**src/rtl/decode_buffer.sv**
```systemverilog
// Buffered RV32I decoder: DEPTH-entry {pc, instr} FIFO feeding a registered control-word stage.
// Optional DECODE_PERF_EN adds decoded_count / illegal_count handshake counters.
module decode_buffer #(
    parameter int DEPTH    = 4,
    parameter int PC_WIDTH = 32
) (
    input  logic                    clk,
    input  logic                    rst,
    input  logic                    in_valid,
    output logic                    in_ready,
    input  logic [31:0]             in_instr,
    input  logic [PC_WIDTH-1:0]     in_pc,
    input  logic                    flush,
    output logic                    out_valid,
    input  logic                    out_ready,
    output logic [PC_WIDTH-1:0]     out_pc,
    output logic [31:0]             out_instr,
    output logic [6:0]              out_opcode,
    output logic [2:0]              out_aluop,
    output logic [1:0]              out_alumux1_sel,
    output logic [2:0]              out_alumux2_sel,
    output logic [1:0]              out_regfilemux_sel,
    output logic                    out_load_regfile,
    output logic                    out_mem_read,
    output logic                    out_mem_write,
    output logic [3:0]              out_mem_byte_enable,
    output logic [2:0]              out_mdr_sel,
    output logic [1:0]              out_pcmux_sel,
    output logic [2:0]              out_cmp_op,
    output logic                    out_illegal,
    output logic [$clog2(DEPTH):0]  count
`ifdef DECODE_PERF_EN
    ,
    output logic [31:0]             decoded_count,
    output logic [15:0]             illegal_count
`endif
);
    localparam int AW = $clog2(DEPTH);
    localparam logic [AW:0] FULL = (AW+1)'(DEPTH);

    typedef struct packed {
        logic [2:0] aluop;
        logic [1:0] m1;
        logic [2:0] m2;
        logic [1:0] rf;
        logic       ld;
        logic       rd;
        logic       wr;
        logic [3:0] be;
        logic [2:0] mdr;
        logic [1:0] pcs;
        logic [2:0] cmp;
    } ctrl_t;

    logic [31:0]         mem_instr [DEPTH];
    logic [PC_WIDTH-1:0] mem_pc    [DEPTH];
    logic [AW-1:0]       wptr, rptr;
    logic                push, pop, dill;
    logic [31:0]         hinstr;
    logic [2:0]          f3;
    logic [6:0]          f7;
    ctrl_t               dc, oc;

    // in_ready depends only on registered occupancy, never on out_ready
    assign in_ready = (count < FULL);
    assign push     = in_valid && in_ready && !flush;
    assign pop      = (count != '0) && (!out_valid || out_ready) && !flush;
    assign hinstr   = mem_instr[rptr];
    assign f3       = hinstr[14:12];
    assign f7       = hinstr[31:25];

    always_ff @(posedge clk) begin
        if (push) begin
            mem_instr[wptr] <= in_instr;
            mem_pc[wptr]    <= in_pc;
        end
    end

    always_ff @(posedge clk or posedge rst) begin
        if (rst) begin
            wptr  <= '0;
            rptr  <= '0;
            count <= '0;
        end else if (flush) begin
            wptr  <= '0;
            rptr  <= '0;
            count <= '0;
        end else begin
            if (push) wptr <= wptr + 1'b1;
            if (pop)  rptr <= rptr + 1'b1;
            case ({push, pop})
                2'b10:   count <= count + 1'b1;
                2'b01:   count <= count - 1'b1;
                default: ;
            endcase
        end
    end

    always_comb begin
        dc    = '0;
        dc.be = 4'b1111;
        dill  = 1'b0;
        case (hinstr[6:0])
            7'b0110111: begin dc.m1 = 2'b10; dc.m2 = 3'b001; dc.rf = 2'b10; dc.ld = 1'b1; end
            7'b0010111: begin dc.m1 = 2'b01; dc.m2 = 3'b001; dc.rf = 2'b10; dc.ld = 1'b1; end
            7'b1101111: begin
                dc.m1 = 2'b01; dc.m2 = 3'b100; dc.pcs = 2'b10; dc.rf = 2'b11; dc.ld = 1'b1;
            end
            7'b1100111: begin
                dc.pcs = 2'b10; dc.rf = 2'b11; dc.ld = 1'b1;
                dill   = (f3 != 3'b000);
            end
            7'b1100011: begin
                dc.m1 = 2'b01; dc.m2 = 3'b010; dc.pcs = 2'b01; dc.cmp = f3;
                dill  = (f3 == 3'b010) || (f3 == 3'b011);
            end
            7'b0000011: begin
                dc.rd = 1'b1; dc.ld = 1'b1;
                case (f3)
                    3'b000:  dc.mdr = 3'b011;
                    3'b001:  dc.mdr = 3'b001;
                    3'b010:  dc.mdr = 3'b000;
                    3'b100:  dc.mdr = 3'b100;
                    3'b101:  dc.mdr = 3'b010;
                    default: dill = 1'b1;
                endcase
            end
            7'b0100011: begin
                dc.m2 = 3'b011; dc.wr = 1'b1;
                case (f3)
                    3'b000:  dc.be = 4'b0001;
                    3'b001:  dc.be = 4'b0011;
                    3'b010:  dc.be = 4'b1111;
                    default: dill = 1'b1;
                endcase
            end
            7'b0010011: begin
                dc.aluop = f3; dc.rf = 2'b10; dc.ld = 1'b1;
                case (f3)
                    3'b010:  begin dc.aluop = 3'b000; dc.cmp = 3'b100; dc.rf = 2'b01; end
                    3'b011:  begin dc.aluop = 3'b000; dc.cmp = 3'b110; dc.rf = 2'b01; end
                    3'b001:  dill = (f7 != 7'b0000000);
                    3'b101: begin
                        dill = (f7 != 7'b0000000) && (f7 != 7'b0100000);
                        if (f7[5]) dc.aluop = 3'b010;
                    end
                    default: ;
                endcase
            end
            7'b0110011: begin
                dc.m2 = 3'b101; dc.aluop = f3; dc.rf = 2'b10; dc.ld = 1'b1;
                dill  = !((f7 == 7'b0000000) ||
                          (f7 == 7'b0100000 && (f3 == 3'b000 || f3 == 3'b101)));
                case (f3)
                    3'b000:  if (f7[5]) dc.aluop = 3'b011;
                    3'b101:  if (f7[5]) dc.aluop = 3'b010;
                    3'b010:  begin dc.aluop = 3'b000; dc.cmp = 3'b100; dc.rf = 2'b01; end
                    3'b011:  begin dc.aluop = 3'b000; dc.cmp = 3'b110; dc.rf = 2'b01; end
                    default: ;
                endcase
            end
            default: dill = 1'b1;
        endcase
        // illegal words travel with pc/instr intact but carry no control
        if (dill) dc = '0;
    end

    always_ff @(posedge clk or posedge rst) begin
        if (rst) begin
            out_valid   <= 1'b0;
            out_pc      <= '0;
            out_instr   <= '0;
            out_illegal <= 1'b0;
            oc          <= '0;
        end else if (flush) begin
            out_valid <= 1'b0;
        end else if (pop) begin
            out_valid   <= 1'b1;
            out_pc      <= mem_pc[rptr];
            out_instr   <= hinstr;
            out_illegal <= dill;
            oc          <= dc;
        end else if (out_ready) begin
            out_valid <= 1'b0;
        end
    end

    assign out_opcode          = out_instr[6:0];
    assign out_aluop           = oc.aluop;
    assign out_alumux1_sel     = oc.m1;
    assign out_alumux2_sel     = oc.m2;
    assign out_regfilemux_sel  = oc.rf;
    assign out_load_regfile    = oc.ld;
    assign out_mem_read        = oc.rd;
    assign out_mem_write       = oc.wr;
    assign out_mem_byte_enable = oc.be;
    assign out_mdr_sel         = oc.mdr;
    assign out_pcmux_sel       = oc.pcs;
    assign out_cmp_op          = oc.cmp;

`ifdef DECODE_PERF_EN
    always_ff @(posedge clk or posedge rst) begin
        if (rst) begin
            decoded_count <= '0;
            illegal_count <= '0;
        end else if (out_valid && out_ready) begin
            decoded_count <= decoded_count + 1'b1;
            if (out_illegal && illegal_count != 16'hFFFF)
                illegal_count <= illegal_count + 1'b1;
        end
    end
`endif

endmodule

```
**config.mk**
```make
export PLATFORM = sky130hd
export DESIGN_NAME = decode_buffer
export DESIGN_NICKNAME = d
export VERILOG_FILES = /design/src/rtl/decode_buffer.sv
export SDC_FILE = /design/constraint.sdc
export NUM_CORES = 1
export LEC_CHECK = 0
export BUFFER_PORTS_ARGS = -buffer_cell sky130_fd_sc_hd__buf_2
export CORE_ASPECT_RATIO = 0.8
export CORE_UTILIZATION = 50
export DETAILED_ROUTE_END_ITERATION = 12
export GPL_TIMING_DRIVEN = 0
export MAX_ROUTING_LAYER = met4
export PLACE_DENSITY = 0.69
export SLEW_MARGIN = 20
export SYNTH_ARGS = -nofsm -noshare
export SYNTH_HDL_FRONTEND = slang
export SYNTH_SLANG_ARGS = --single-unit
```
**constraint.sdc**
```tcl
create_clock -name clk -period 3.9 [get_ports clk]
set_input_delay 0.78 -clock clk [delete_from_list [all_inputs] [get_ports clk]]
set_output_delay 0.78 -clock clk [all_outputs]
set_load 0.03 [all_outputs]
```
---- Yosys cells after proc, flatten, opt, wreduce, memory -nomap -nowiden ----
Memories as Yosys holds them, arrays and structs flattened. A register that Yosys moved wholly into a read port is not among the register bits.
Cells that the tools add are included.
cells by class
  add/subtract/negate cells ............... 4
  $lt $le $gt $ge ......................... 1
  equal/unequal tests ..................... 18
  mux-type cells .......................... 34
  bitwise gates (word level) .............. 1
  reductions and logical operators ........ 32
operators by type and width
  cell                  count
  $pmux W3 S2           5
  $eq A7 B6 Y1 const B  4
  $mux W25              1
  $eq A7 B7 Y1 const B  3
  $pmux W3 S5           1
  $eq A7 B5 Y1 const B  2
  $mux W3               4
  $pmux W3 S4           1
  $reduce_bool A3 Y1    4
  $mux W2               5
  $mux W1               9
  $pmux W3 S3           1
  $reduce_or A3 Y1      3
  $pmux W2 S2           2
  $pmux W4 S2           1
  $reduce_or A2 Y1      4
  $eq A7 B2 Y1 const B  1
  $logic_not A7 Y1      1
  $ne A7 B6 Y1 const B  1
  $pmux W1 S7           1
  $reduce_bool A7 Y1    1
  $reduce_or A7 Y1      1
  $eq A3 B2 Y1 const B  2
  $eq A3 B3 Y1 const B  2
  18 further kinds      30
word-level totals
  flip-flop bits (word level) ............. 66
  memory bits (writable) .................. 256
  input port bits ......................... 69
  output and inout port bits .............. 102
  word-level logic and storage cells ...... 109
  memories ................................ 2
memory list
  name       depth  width  read ports  clocked after memory_dff  wr ports  line  source
  mem_instr  4      32     1           0                         1         55    logic [31:0] mem_instr [DEPTH];
  mem_pc     4      32     1           1                         1         56    logic [PC_WIDTH-1:0] mem_pc [DEPTH];

---- Logic depth before layout (Yosys ltp) ----
Gate-level depths: netlist (run 1).
An unclocked memory read counts as a cell.
  depth in word-level cells ............... 8
  mapped depth ............................ 10
  depth with buffers taken out ............ 8

---- Worst setup path after synthesis (run 1) ----
OpenSTA, ideal clock, no wires.
  path type ............................... input port to flip-flop
  from .................................... input port in_valid
  to ...................................... memory mem_instr[0][0] (enable)
  library setup time ...................... 429 ps
  data arrival time ....................... 2857 ps
  data required time ...................... 3471 ps
  path slack .............................. 614 ps
  stages .................................. 4
  path buffers ............................ 1
  path through ............................ nor2b_1 > clkbuf_1 > nor2b_1 > and2_1
between the ends
  word-level cells in the longest chain between the ends .. 4
RTL lines
  item                              line  source
  from (decl)                       9     input logic in_valid,
  $logic_and A1 B1 Y1 (2 in a row)  66    assign push = in_valid && in_ready && !flush;
  $mux W1                           73    if (push) begin
  $mux W1 (not written as such)     74    mem_instr[wptr] <= in_instr;
  to (decl)                         55
Every way passes these cells.

---- Worst setup path in the final report (run 1) ----
  from .................................... register count[2]
  to ...................................... register count[2]
between the ends
  word-level cells in the longest chain between the ends .. 6
  elaborated cells on any way between the ends .. 13
  those cells by class .................... 2 x add/sub; 1 x order compare; 2 x eq/ne; 2 x mux; 6 x reduce/logical
RTL lines
  item                                                        line    source
  from (decl)                                                 31      output logic [$clog2(DEPTH):0] count
  from (signal assigned)                                      92      2'b10: count <= count + 1'b1;
  from (signal assigned)                                      93      2'b01: count <= count - 1'b1;
  $lt A3 B3 Y1 or $reduce_bool A3 Y1 (tied branches)          65, 67
  $logic_and A1 B1 Y1, on equally long branches (2 in a row)  66, 67
  $eq A2 B1 Y1 or $eq A2 B2 Y1 (tied branches)                91      case ({push, pop})
  $pmux W3 S2                                                 91
  $mux W3                                                     84      end else if (flush) begin
Parallel ways exist; a longest one is shown, timed or not.
A chain may end at the register's enable or synchronous reset.

==> summary.md, run 1 <==
| Metric | Value |
|---|---|
| Worst path most repeated cell | clkbuf_1 |
| DRT iter0 DRCs | 582 |
| Pwr per Cell Area | about 730 mW/mm² |
| Yosys Warn Count | 0 |
| 1st-pass router iterations | 5 |
| Routability Congestion | approximately 0.88 |
| Via count | about 7.5k |
| Clock-pin slew on the worst setup and hold paths | around 0.06 ns |
| Relative slew slack | between 30% and 40% |
| CP max stage delay | between 0.6 and 0.7 ns |
| Port bufs | 170 |
| Post-Route WL | ~27 mm |
| Max VDD drop | 0.484 mV |
| Number of remaining DRC errors | 0 |
| Post-Synth Adder-Cell Area | less than 1% |
| RSZ-0062 raised after global routing | false |
| Fin util | slightly above 60% |
| Min cycle time layout | approximately 3.6 ns |
| CTS sink count | 353 |
| Mapped Nets | approximately 880 |
| # hold bufs at CTS | 0 |
| Arr. time, crit path | about 4 ns |
| Critical Path RT | 4.31 ns |
| I/O Pins | ~170 |
| Maximum buffer depth of the clock tree | 3 |
| EDFF count, synth | 256 |
| CTS tree | yes |
| TNS Setup | 0 ns |
| Effective utilization at floorplan | between 50% and 60% |
| Core Footprint | 0.0263 mm² |
| Startpoint Class | register |
| H-tree depth | 2 |
| First-pass GRT wire length | roughly 43 mm |
| Crit path max-delay cell type | o31ai_2 |
| GRT Resource Usage Total | between 20% and 30% |
| Yosys top cell by area | edfxtp_1 |
| Sequential area share after synthesis | about three quarters |
| CTS root buf | clkbuf_16 |
| Worst-Margin Slew | a little under 1 ns |
| Final period utilization | about 93% |
| Remaining antenna violation count | 0 |
| Die Ht | ~150 µm |
| CTS buffer count | 35 |
| # Max-Cap Violations | 0 |
| Dpl cells | 1335 |
| Simple-Gate Fraction of Synth Area | slightly above 8% |
| Post-synthesis async set-or-reset flop share | a little over a quarter |
| Mean post-synth cell area | 16.7 µm² |
| Critical-path cell list | o31ai_2 > or2_2 > clkbuf_1 > clkbuf_1 > nor2_1 > fa_1 > nor4_1 > a31oi_1 > a21oi_1 |
| Vias in the first global route | roughly 7.5k |
| Main combinational cell family by area after synthesis | multiplexers |
| Die W | 185 µm |
| Share of the synthesized area in the top cell type | 57.2% |
| Compound-Gate Fraction of Synth Area | under 10% |
| Wire length per cell | about 20 µm |
| Most frequent cells in the layout | edfxtp_1, nand2_1, buf_2 |
| Row count | between 50 and 60 |
| Final hold vios | 0 |
| Post-synthesis mux area share | ~11% |
| Run status | finished clean |
| Primary FF master, synth | edfxtp_1 |
| Hold_ws | roughly 0.26 ns |
| Fin worst setup slack | between 0.2 and 0.3 ns |
| DR vias/cell | roughly 5.3 |
| Share of cells above drive strength 1 | just over 30% |
| XOR/XNOR Fraction of Synth Area | 0.391% |
| Initial antenna violation count | 4 |
| Setup CP Type | register to register |
| Worst setup EP type | register |
| DP Worst Slack | -0.0534 ns |
| Pin count of the biggest net entering global routing | 70 |
| Synth Instances | 803 |
| HPWL after DPL | 17.9 mm |
| Final nets | roughly 1.1k |
| Most common cell after layout, fill and taps aside | edfxtp_1 |
| Clock Skews | roughly 0.010 ns |
| Final setup fails | 0 |
| GRT Residual Overflow | 0 |
| Die ar. | 0.0275 mm² |
| Largest cells by area after synthesis | edfxtp_1, dfrtp_1, mux4_2 |
| Cell Area, Synth | roughly 0.013 mm² |
| Layout Cells excl Fill | 1402 |
| Later-pin clock latency in the skew report | roughly 0.5 ns |
| Hold/Removal Path Class | primary input to async pin |
| Critical Path Fanout Max | 10 |
| Area Overhead vs Synth | 19.2% |
| Seq cells post-synth | between 300 and 400 |
| Post-synth cell types | 45 |
| Pins Over Slew Limit | 0 |
| Fmax | about 280 MHz |
| Pleak | 6.25 nW |
[area by class of cell]
class,count,area [µm²]
antenna,4,10.0
buffer,44,221
timing repair buffer,175,966
clock inverter,9,92.6
tap,357,447
inverter,9,38.8
sequential,353,10100
clock buffer,54,1040
multi-input combinational,397,3090
fill,2013,10300
[state kept, by name (all words and copies together) (netlist names)]
name / count
out_mdr_sel: 3
out_valid: 1
out_mem_read: 1
count: 3
out_pc: 32
out_aluop: 3
wptr: 2
out_illegal: 1
mem_pc: 128
out_instr: 32
out_mem_write: 1
out_load_regfile: 1
out_pcmux_sel: 2
out_alumux1_sel: 2
rptr: 2
out_cmp_op: 3
out_regfilemux_sel: 2
mem_instr: 128
out_mem_byte_enable: 3
out_alumux2_sel: 3
[synth_stat cells, types with 4 or more instances]
cell and count:
mux4_2 64, o21ai_0 9, edfxtp_1 256, nor3_1 5, and2_1 6, nand2_1 213, nor2b_1 7, nor2_1 19
inv_1 9, clkbuf_1 26, ha_1 4, o21ai_2 8, a22o_1 7, nand3_1 6, a32o_1 5, buf_1 4
a21oi_1 4, dfrtp_1 97, buf_4 8
[logic make-up (layout without fill, tap and decap cells)]
logic type,Yosys count,after routing
flops,353,353
simple gates,269,269
mux,65,65
buf+inv,53,291
compound gates,52,52
xor+xnor,6,6
fa+ha+maj,5,5
other cells,0,4
[through the flow]
stage	cell area, µm²	power [mW]
after CTS	16000	11.8
final	16000	11.7
after global placement	14700	8.40
after detailed placement	14900	8.48
after global routing	16000	12.3
after floorplan	13400	7.38
[final timing paths]
check                                 end  cells after the start  slack, ns           start
max                              count[2]                      9       0.27        count[2]
min                            out_pc[23]                      2       0.26             rst
max reg2reg                      count[2]                      9       0.27        count[2]
min reg2reg                out_mdr_sel[2]                      2       0.47  out_mdr_sel[2]
max in group asynchronous    out_instr[7]                      3       2.95             rst
min in group clk           out_mdr_sel[2]                      2       0.47  out_mdr_sel[2]
[power breakdown]
part           leakage [nW]  internal, mW  switching, mW  total (mW)
clock                 0.557          1.97           1.32        3.29
combinational          2.12          1.18           2.32        3.50
sequential             3.57          4.60          0.258        4.86
[repair_timing]
item / CTS / global route
setup endpoints to repair: 1 / 0
resized for setup: 1 / 0
setup buffers: 0 / 0
[routing by layer]
layer / global-route usage [%] / routed length, µm
met1: 31.3 / 12500
met2: 31.3 / 12500
met3: 4.21 / 1970
met4: 5.95 / 507
met5: - / 0
[worst max-delay path: cells and delay by family, from the launching register on]
kind | cells | cell delay (ns)
buffers and inverters | 2 | 1.11
AO/OA/AOI/OAI | 3 | 0.90
AND/OR/NAND/NOR | 3 | 0.67
flip-flops | 1 | 0.45
adder cells (fa/ha/maj) | 1 | 0.43
(Power assumes the default switching activity.)
==> run 2: changes to the inputs <==
- CAP_MARGIN: not set -> 20
- RECOVER_POWER: not set -> 50
==> summary.md, run 2 (synthesis gave the netlist of run 1 again) <==
| Metric | Value |
|---|---|
| Run status | complete, but fails checks |
| Failing checks | max-capacitance violations, max-slew violations |
| # hold bufs at CTS | 0 (unchanged) |
| DR vias/cell | 5.33 (+0.17%) |
| Port bufs | 170 (unchanged) |
| CTS sink count | 353 (unchanged) |
| Crit path max-delay cell type | o31ai_2 |
| Min cycle time layout | 3.63 ns (+0.00189 ns) |
| Cell family with most CP delay | buffers and inverters |
| Final nets | 1089 (unchanged) |
| DRT iter0 DRCs | 583 (+0.17%) |
| I/O Pins | 171 (unchanged) |
| Clock Skews | 0.00947 ns (-0.000667 ns) |
| Fmax | 276 MHz (about the same) |
| Gates resized, CTS repair | 1 (unchanged) |
| Final period utilization | 93.0% (about the same) |
| Vias in the first global route | 7460 (unchanged) |
| Filler instances | 2078 (+3.2%) |
| CTS buffer count | 35 (unchanged) |
| Via count | 7460 (-0.040%) |
| Pwr per Cell Area | 732 mW/mm² (+0.61%) |
| Effective utilization at floorplan | 51.1% (unchanged) |
| Max VDD drop | 0.483 mV (-0.15%) |
| Later-pin clock latency in the skew report | 0.50 ns (about the same) |
| Placed Area | 0.0149 mm² (unchanged) |
| Wire length per cell | 19.7 µm (+0.80%) |
| Startpoint Class | register |
| Worst path most repeated cell | clkbuf_1 |
| Post-Route WL | 27.6 mm (+0.58%) |
| # Max-Cap Violations | 2 (+2) |
| Most common cell after layout, fill and taps aside | edfxtp_1 |
| Worst Path Buf+Inv | 2 (unchanged) |
| Pleak | 5.89 nW (-5.7%) |
| Setup CP Type | register to register |
| Row count | 53 (unchanged) |
| Relative slew slack | -22.8% (-57 points) |
| Setup Buffers After CTS | 0 (unchanged) |
| Dpl cells | 1335 (unchanged) |
| Most frequent cells in the layout | edfxtp_1, nand2_1, clkbuf_1 |
| CTS tree | yes |
| CP max stage delay | 0.66 ns (about the same) |
| Core Footprint | 0.0263 mm² (unchanged) |
| Critical Path RT | 4.32 ns (about the same) |
| First-pass GRT wire length | 43.0 mm (unchanged) |
| Area Overhead vs Synth | 17.9% |
| H-tree depth | 2 (unchanged) |
| Final hold vios | 0 (unchanged) |
| Worst setup EP type | register |
| Pin count of the biggest net entering global routing | 70 (unchanged) |
| GRT Residual Overflow | 0 (unchanged) |
| HPWL after DPL | 17.9 mm (unchanged) |
| Number of remaining DRC errors | 0 (unchanged) |
| Die Ht | 149 µm (unchanged) |
| CTS root buf | clkbuf_16 |
| Worst-Margin Slew | 1.84 ns (+0.860 ns) |
| GRT Resource Usage Total | 21.5% (unchanged) |
| 1st-pass router iterations | 5 (unchanged) |
| Fin worst setup slack | 0.272 ns (-0.00189 ns) |
| Routability Congestion | 0.881 (unchanged) |
| Arr. time, crit path | 4.05 ns (about the same) |
| Critical-path cell list | o31ai_2 > or2_2 > clkbuf_1 > clkbuf_1 > nor2_1 > fa_1 > nor4_1 > a31oi_1 > a21oi_1 |
| Die W | 185 µm (unchanged) |
| Maximum buffer depth of the clock tree | 3 (unchanged) |
| Share of cells above drive strength 1 | 20.1% (-11 points) |
| Design Area, Final | 0.0158 mm² (-1.1%) |
| Final setup fails | 0 (unchanged) |
| Initial antenna violation count | 0 (-4) |
| Pins Over Slew Limit | 100 (+100) |
| Regs by FF count | mem_instr (128), mem_pc (128) |
| Critical Path Fanout Max | 10 (unchanged) |
| Clock-pin slew on the worst setup and hold paths | 0.06 ns (about the same) |
| Layout Cells excl Fill | 1399 (-0.21%) |
| Remaining antenna violation count | 0 (unchanged) |
| Hold/Removal Path Class | register to register |
| RSZ-0062 raised after global routing | false |
| Die ar. | 0.0275 mm² (unchanged) |
| DP Worst Slack | -0.0534 ns (unchanged) |
-- run 2: cell types whose count changed in the layout (fill, tap and decap cells not counted), sizes merged --
cell,change
buf,-113
clkbuf,+113
inv,-1
clkinvlp,+1
diode,-3
-- run 2: stage by stage --
stage | hold WS [ns] | utilization, % | setup TNS, ns | power, mW
after floorplan | 0.562 | - | 0 | 7.38
after global placement | 0.448 | 56.0 | -287.00 | 8.40
after detailed placement | 0.455 | 56.5 | -0.0534 | 8.48
after global routing | 0.485 | 60.2 | 0 | 12.2
after CTS | 0.248 | 60.8 | 0 | 11.8
final | 0.471 | 60.2 | 0 | 11.6
-- run 2: cell type report --
cell class | count | area (µm²) | area share [%]
antenna | 1 | 2.50 | 0.0158
buffer | 44 | 221 | 1.40
clock buffer | 54 | 1040 | 6.56
clock inverter | 9 | 92.6 | 0.584
inverter | 9 | 35.0 | 0.221
multi-input combinational | 397 | 3090 | 19.5
sequential | 353 | 10100 | 63.8
tap | 357 | 447 | 2.82
timing repair buffer | 175 | 803 | 5.07
-- run 2: path summary, 6_finish.rpt --
path,cells after the start,slack (ns),start,to
max,9,0.27,count[2],count[2]
min,2,0.47,out_mdr_sel[2],out_mdr_sel[2]
max reg2reg,9,0.27,count[2],count[2]
min reg2reg,2,0.47,out_mdr_sel[2],out_mdr_sel[2]
max in group asynchronous,3,0.84,rst,out_instr[9]
min in group asynchronous,2,0.65,rst,out_pc[18]
-- run 2: tightest hold or removal path: stages (launching register included) --
cell and delay (ns):
dfrtp_1 0.34, nand2_1 0.05, nand2_1 0.05
-- run 2: metal layers --
layer	up-vias	GRT usage, %	share of wire (%)
met2	267	31.3	45
met4	0	5.95	2.0
met1	3735	31.3	46
li1	3418	-	-
met3	40	4.21	6.9
met5	-	-	0
-- run 2: power by group --
part / switching [mW] / internal [mW] / leakage, nW
Sequential: 0.266 / 4.60 / 3.57
Clock: 1.32 / 1.97 / 0.557
Combinational: 2.33 / 1.12 / 1.77
